==> src/rtl/rle_sprite_decoder.sv <==
// rle_sprite_decoder: raster-order RLE sprite fetch with integer upscale
// and per-frame ROM base; pixel index/subpixel registered one clock late.
module rle_sprite_decoder #(
  parameter int         SPR_W      = 32,
  parameter int         SPR_H      = 32,
  parameter int         SCALE_LOG2 = 1,
  parameter int         ADDR_W     = 10,
  parameter logic [2:0] BG_INDEX   = 3'd0
) (
  input  logic              clk,
  input  logic              reset,
  input  logic [9:0]        hpos,
  input  logic [9:0]        vpos,
  input  logic              display_on,
  input  logic              frame_start,
  input  logic [9:0]        spr_x,
  input  logic [9:0]        spr_y,
  input  logic [ADDR_W-1:0] frame_base,
  output logic [ADDR_W-1:0] rom_addr,
  input  logic [7:0]        rom_data,
  output logic [2:0]        index,
  output logic [1:0]        subpixel,
  output logic              in_sprite
);

  localparam int SCALE = 1 << SCALE_LOG2;
  localparam int SW    = (SCALE_LOG2 > 0) ? SCALE_LOG2 : 1;
  localparam int CW    = (SPR_W > 1) ? $clog2(SPR_W) : 1;

  localparam logic [10:0]   WIN_W    = 11'(SPR_W * SCALE);
  localparam logic [10:0]   WIN_H    = 11'(SPR_H * SCALE);
  localparam logic [SW-1:0] SUB_LAST = SW'(SCALE - 1);
  localparam logic [CW-1:0] COL_LAST = CW'(SPR_W - 1);

  logic [ADDR_W-1:0] ptr, ptr_n;
  logic [ADDR_W-1:0] row_ptr, row_ptr_n;
  logic [4:0]        run_rem, run_rem_n;
  logic [2:0]        cur_idx, cur_idx_n;
  logic [SW-1:0]     sub_cnt, sub_n;
  logic [SW-1:0]     rep, rep_n;
  logic [CW-1:0]     col, col_n;

  logic       hit_x, hit_y, hit;
  logic       sub_last, src_start;
  logic       fetch, run_step, row_end;
  logic [2:0] pix_idx;

  assign hit_x = ({1'b0, hpos} >= {1'b0, spr_x}) &&
                 ({1'b0, hpos} <  {1'b0, spr_x} + WIN_W);
  assign hit_y = ({1'b0, vpos} >= {1'b0, spr_y}) &&
                 ({1'b0, vpos} <  {1'b0, spr_y} + WIN_H);
  assign hit   = hit_x && hit_y;

  assign sub_last  = (sub_cnt == SUB_LAST);
  assign src_start = hit && (sub_cnt == '0);
  assign fetch     = src_start && (run_rem == '0);
  assign run_step  = src_start && (run_rem != '0);
  assign row_end   = hit && sub_last && (col == COL_LAST);

  // A fetching pixel takes its colour straight from the ROM byte.
  assign pix_idx  = fetch ? rom_data[7:5] : cur_idx;
  assign rom_addr = ptr;

  always_comb begin
    ptr_n     = ptr;
    row_ptr_n = row_ptr;
    run_rem_n = run_rem;
    cur_idx_n = cur_idx;
    sub_n     = sub_cnt;
    col_n     = col;
    rep_n     = rep;
    if (hit) begin
      sub_n = sub_last ? '0 : sub_cnt + 1'b1;
      if (sub_last) col_n = col + 1'b1;
      unique case (1'b1)
        fetch: begin
          cur_idx_n = rom_data[7:5];
          run_rem_n = rom_data[4:0];
          ptr_n     = ptr + 1'b1;
        end
        run_step: run_rem_n = run_rem - 1'b1;
        default: ;
      endcase
      // Leftover run length past the row edge is dropped.
      if (row_end) begin
        run_rem_n = '0;
        col_n     = '0;
        sub_n     = '0;
        if (rep == SUB_LAST) begin
          row_ptr_n = ptr_n;
          rep_n     = '0;
        end else begin
          ptr_n = row_ptr;
          rep_n = rep + 1'b1;
        end
      end
    end
    if (frame_start) begin
      ptr_n     = frame_base;
      row_ptr_n = frame_base;
      run_rem_n = '0;
      rep_n     = '0;
      col_n     = '0;
      sub_n     = '0;
    end
  end

  always_ff @(posedge clk or posedge reset) begin
    if (reset) begin
      ptr     <= '0;
      row_ptr <= '0;
      run_rem <= '0;
      cur_idx <= '0;
      sub_cnt <= '0;
      col     <= '0;
      rep     <= '0;
    end else begin
      ptr     <= ptr_n;
      row_ptr <= row_ptr_n;
      run_rem <= run_rem_n;
      cur_idx <= cur_idx_n;
      sub_cnt <= sub_n;
      col     <= col_n;
      rep     <= rep_n;
    end
  end

  always_ff @(posedge clk or posedge reset) begin
    if (reset) begin
      index     <= BG_INDEX;
      subpixel  <= '0;
      in_sprite <= 1'b0;
    end else begin
      index     <= (hit && display_on) ? pix_idx : BG_INDEX;
      subpixel  <= {vpos[0], hpos[0]};
      in_sprite <= hit && display_on;
    end
  end

endmodule

==> config.mk <==
export PLATFORM = sky130hd
export DESIGN_NAME = rle_sprite_decoder
export DESIGN_NICKNAME = d
export VERILOG_FILES = /design/src/rtl/rle_sprite_decoder.sv
export SDC_FILE = /design/constraint.sdc
export NUM_CORES = 1
export LEC_CHECK = 0
export CAP_MARGIN = 20
export CORE_ASPECT_RATIO = 1.4
export CORE_UTILIZATION = 54
export CTS_BUF_LIST = sky130_fd_sc_hd__clkbuf_16
export CTS_CLUSTER_DIAMETER = 30
export DETAILED_ROUTE_END_ITERATION = 8
export PLACE_DENSITY = 0.88
export SYNTH_ARGS = -nofsm -noshare
export SYNTH_HDL_FRONTEND = slang
export SYNTH_SLANG_ARGS = --single-unit
==> constraint.sdc <==
create_clock -name clk -period 4.15 [get_ports clk]
set_input_delay 1.245 -clock clk [delete_from_list [all_inputs] [get_ports clk]]
set_output_delay 1.245 -clock clk [all_outputs]
set_load 0.01 [all_outputs]
* Word-level counts from Yosys, hierarchy flattened
Index checks and enable logic that the tools add are counted.
Cells by class: eq/ne operators 1, magnitude comparators 4, reduce and logical (&&, ||, !) cells 18, muxes and demuxes 26, add/subtract/negate cells 7, bitwise logic cells 1
Operators with widths (number):
- 10-bit two-way mux | 8
- 5-bit two-way mux | 7
- 10-bit by 7-bit adder with 11-bit output, second input constant | 2
- 10-bit by 11-bit less-than comparator with 1-bit output | 2
- 10-bit >= comparator | 2
- 10-bit by 1-bit adder with 10-bit output, second input constant | 1
- 5-bit case mux with 2 select lines | 1
- 1-bit logical AND | 9
- 1-bit two-way mux | 8
- 3-bit two-way mux | 2
- 2-bit AND reduction | 3
- 5-bit by 1-bit adder with 5-bit output, second input constant | 1
- 5-bit == test, second input constant | 1
- 5-bit logical NOT | 1
- 5-bit nonzero test | 1
- 5-bit by 1-bit subtractor with 5-bit output, second input constant | 1
- 2-bit nonzero test | 2
- 4-bit nonzero test | 1
- 3-bit nonzero test | 1
- 1-bit adder, second input constant | 2
- 1-bit NOT | 1
Word-level totals: output and inout bits 16, register bits after elaboration 41, word-level logic and storage cells 67, input port bits 62

* Logic depth before layout (Yosys ltp)
depth in word-level cells 11, mapped depth 13, depth with buffers taken out 11

* Worst setup path before layout
No wires, ideal clock.
path type input port to flip-flop, start in spr_x[6], end reg ptr[3] (netlist: rom_addr[3]), setup slack 0.697 ns, library setup time 0.135 ns, stages 11, arrival time 3.318 ns, cells stage by stage ha_1 xnor2_1 ha_1 nand4_1 a2111oi_2 nor4_4 and3_1 buf_4 buf_4 a221oi_1 o22ai_1
On the way: cells in the longest elaborated chain, start to end 11, elaborated cells on any way between the ends 15, classes of those cells add/sub: 1; order compare: 2; mux: 5; reduce/logical: 7
Ends and longest elaborated chain:
- from (decl) | RTL line 16 | input logic [9:0] spr_x,
- 10-bit by 7-bit adder with 11-bit output | RTL line 49 | ({1'b0, hpos} < {1'b0, spr_x} + WIN_W);
- 10-bit by 11-bit less-than comparator with 1-bit output | RTL line 49
- 1-bit logical AND (*) | RTL line 48 | assign hit_x = ({1'b0, hpos} >= {1'b0, spr_x}) &&
- 1-bit logical AND (*) | RTL line 52 | assign hit = hit_x && hit_y;
- 1-bit logical AND | RTL line 55 | assign src_start = hit && (sub_cnt == '0);
- 1-bit logical AND | RTL line 56 | assign fetch = src_start && (run_rem == '0);
- 10-bit two-way mux | RTL line 75 | unique case (1'b1)
- 10-bit two-way mux | RTL line 89 | if (rep == SUB_LAST) begin
- 10-bit two-way mux | RTL line 85 | if (row_end) begin
- 10-bit two-way mux | RTL line 72 | if (hit) begin
- 10-bit two-way mux | RTL line 98 | if (frame_start) begin
- to (signal assigned) | RTL line 118 | ptr <= ptr_n;
- to (decl) | RTL line 35 | logic [ADDR_W-1:0] ptr, ptr_n;
Mark *: on every way between the ends. The rest lies on a longest branch, timed or not. The select of a mux whose other input is x is not followed. A chain may end at the register's enable or synchronous reset.

* Worst setup path in the final report
start in spr_y[6], end reg row_ptr[1]
On the way: cells in the longest elaborated chain, start to end 11, elaborated cells on any way between the ends 17, classes of those cells add/sub: 1; order compare: 2; mux: 5; reduce/logical: 9
Ends and longest elaborated chain:
- from (decl) | RTL line 17 | input logic [9:0] spr_y,
- 10-bit by 7-bit adder with 11-bit output | RTL line 51 | ({1'b0, vpos} < {1'b0, spr_y} + WIN_H);
- 10-bit by 11-bit less-than comparator with 1-bit output | RTL line 51
- 1-bit logical AND (*) | RTL line 50 | assign hit_y = ({1'b0, vpos} >= {1'b0, spr_y}) &&
- 1-bit logical AND (*) | RTL line 52
- 1-bit logical AND | RTL line 55
- 1-bit logical AND | RTL line 56
- 10-bit two-way mux | RTL line 75
- 10-bit two-way mux
- 10-bit two-way mux | RTL line 85
- 10-bit two-way mux | RTL line 72
- 10-bit two-way mux | RTL line 98
- to (signal assigned) | RTL line 119 | row_ptr <= row_ptr_n;
- to (decl) | RTL line 36 | logic [ADDR_W-1:0] row_ptr, row_ptr_n;
Marked as above.

==> results.md <==
- Status: finished, final reports clean
- DP Wirelength: 6.14 mm
- Vias in the first global route: 3075
- Top Ports: 78
- Peak fanout along the critical path: 9
- Switching part of the total: 28.6%
- Slew @ Worst Pin: 737 ps
- Via count: 3037
- CP Class: input port to flop
- Routed length per instance: 15.4 um
- TritonCTS clock tree: yes
- Initial antenna violation count: 0
- Sequential share of power: 37.3%
- Slew HR: 50.8%
- Antenna Violating Nets Remaining: 0
- Sequential cell area fraction in the yosys report: 33.2%
- Clock sinks: 41
- Buffers on Ports: 77
- Clock latency on the worst-skew pair: 280 ps
- Initial DRT Pass Iterations: 4
- GRT Total Usage: 28.4%
- Internal Power: 911 uW
- RSZ-0062 raised after global routing: no
- Post-synthesis cell type count: 52
- Gate Count Post-Synth: 360
- Num CTS Buffers: 5
- Critical Path AT: 4120 ps
- Top cell type's share of synthesized area: 33.2%
- Pin count of the biggest net entering global routing: 42
- Fin nets: 543
- Die width: 66.0 um
- CP Buf/Inv Count: 2
- Largest area contributor in the netlist: dfrtp_1
- Clk_skew: 5.24 ps
- Critical Path End: row_ptr[1]
- Maximum clock rate: 254 MHz
- Die area: 6040 sq um
- Height of the chip: 91.5 um
- Post-CTS setup buffer count: 0
- Worst vdd ir: 154 uV
- P per Cell Area: 305 nW/um^2
- Final Hold Viols: 0
- H-tree Lvls: 2
- Share of cells above drive strength 1: 9.15%
- Number of gates resized after cts: 0
- Starting Density: 56.0%
- Post-Syn Area per Cell: 8.59 sq um
- R2r startpoint: run_rem[0]
- Pre-CTS WS: -58.9 ps
- Clock Power Share: 34.9%
- Area Overhead vs Synth: 35.3%
- Critical Path Source Type: input port
- Drc violations: 0
- Final setup margin: 215 ps
- CP Depth: 12
- Rows: 32
- Warnings, synthesis: 0
- Reg2Reg Depth: 8
- ANT cells: 0
- Post-synth EDFFs: 0
- Post-CTS Hold Buffers: 0
- Most numerous cell in the Yosys netlist: dfrtp_1
- Core area: 5530 sq um
- Overflow after GRT: 0
- Vias per cell: 5.89
- Switching pwr: 364 uW
- Fin crit share: 94.8%
- Critical path startpoint: spr_y[6]
- Root buffer cell: clkbuf_16
- Synth cell count leaders: 41 x dfrtp_1, 34 x ha_1, 33 x inv_1, 31 x nand2_1, 29 x a21oi_1
- Max-cap viol count: 0
- Delay-heaviest family, CP: simple AND/OR/NAND/NOR gates
- Worst path max stage delay: 540 ps
- Initial drt markers: 280
- HP Class: flop to flop
- Logic pwr share: 27.8%
- Setup crit end kind: flop
- P_leak: 1.92 nW
- First-pass GRT wire length: 13.5 mm
- Finish-stage setup viols: 0
- Crit path top cell by count: a21oi_1
- Main flop type after synthesis: dfrtp_1
- Slowest-stage cell, CP: clkdlybuf4s50_1
- Setup TNS: 0 ps
- Largest buffer count on any clock path: 2
- Slew Viols, Final: 0
- Syn Nets: 456
- Register bit total from synthesis: 41
- Synth Cell Area: 3090 sq um
- Clock slew at reported path FFs: 60 ps
- Ys async rst share: 100%
- Crit path cell chain: clkdlybuf4s50_1 > nand3_1 > xnor2_1 > ha_1 > a21oi_1 > a21oi_1 > nor4_4 > nand3_2 > buf_4 > nor3_1 > nand2_1 > o221ai_1
- Tmin final: 3940 ps
- Top area cells in the synthesized netlist: dfrtp_1 33%, ha_1 14%, a21oi_1 4.7%
- Final wirelength: 7.94 mm
- Req. time, crit path: 4330 ps
- Reg-to-Reg End: row_ptr[4]
- GPL Wtd Cong: 0.881
- Flop2flop setup slack: 1110 ps
worst min path at each step:
stage | startpoint | to | slack [ps] | cells past startpoint
global route | row_ptr[9] | row_ptr[9] | 510 | 2
detailed placement | row_ptr[8] | row_ptr[8] | 480 | 2
CTS | row_ptr[8] | row_ptr[8] | 490 | 2
floorplan | row_ptr[8] | row_ptr[8] | 450 | 2
finish | row_ptr[8] | row_ptr[8] | 500 | 2
global placement | row_ptr[8] | row_ptr[8] | 460 | 2
area by class of cell:
type	instances	area, sq um
clock buffers	5	125
clock inverters	3	46.3
fillers	420	1340
multi-input cells	273	1890
flip-flops and latches	41	1030
inverters	33	124
repair buffers	93	891
well taps	68	85.1
cell families after synthesis:
| family | share of synthesized area, % |
|---|---|
| AOI/OAI and AO/OA | 17.4 |
| xor gates and xnor gates | 3.40 |
| adders and majority gates | 13.8 |
| buffers and inverters | 6.03 |
| DFF | 33.2 |
| muxes | 3.03 |
| and+or+nand+nor | 23.2 |
worst reg2reg max path: stages, from the launching register on:
cell and delay (ps):
dfrtp_1 400, inv_1 80, ha_1 230, nor4b_4 430, nor2b_1 670, nand4_1 400
o21ai_1 270, nand2_1 100, a221o_1 360
registers in the layout, indices dropped and copies added (netlist names), 2 cells and up:
register	cells
col	5
cur_idx	3
rom_addr	10
run_rem	5
index	3
subpixel	2
row_ptr	10
per-layer routing:
metal	up-vias	global-route usage (%)	wire length, um
met5	-	0	0
met4	0	9.40	127
met3	14	4.27	443
met2	119	53.0	4380
met1	1440	31.6	2990
li1	1464	-	-
per-stage QoR:
stage          hold WS [ps]  instance area [sq um]  power, mW  instances  utilization (%)
2_1_floorplan           446                   3090      0.683        360                -
5_1_grt                 512                   4180       1.34        516             75.7
3_5_place_dp            476                   4010      0.833        508             72.5
6_report                504                   4180       1.27        516             75.7
3_3_place_gp            464                   4010      0.815        508             72.5
4_1_cts                 495                   4180       1.27        516             75.6
power groups by stage:
stage	clock network (mW)	registers, mW	logic, mW
6_report	0.445	0.475	0.355
5_1_grt	0.461	0.480	0.396
4_1_cts	0.446	0.474	0.354
3_5_place_dp	0	0.481	0.351
3_3_place_gp	0	0.479	0.336
2_1_floorplan	0	0.475	0.208
placed cells by master, fill, tap and decap left out, types with 3 or more instances in the layout:
cell              n
and2_1            3
o221ai_1          3
o31ai_1           3
o31a_1            3
buf_4            16
xnor2_1          10
a22oi_1           3
a31oi_1           4
a21oi_2           3
nand2_1          31
nor3_1           10
nor2_1           23
o21ai_0          18
a21o_1            3
or3_1             5
o22ai_1           3
dfrtp_1          41
o21ai_1           5
a21oi_1          29
clkbuf_16         5
clkdlybuf4s50_1  77
nand4_1           9
nand3_1          19
and3_1            8
ha_1             34
inv_1            33
mux2i_1           6
nor2b_1           7
mux2_2            3
Note: power is estimated with default switching activity, not from simulation.
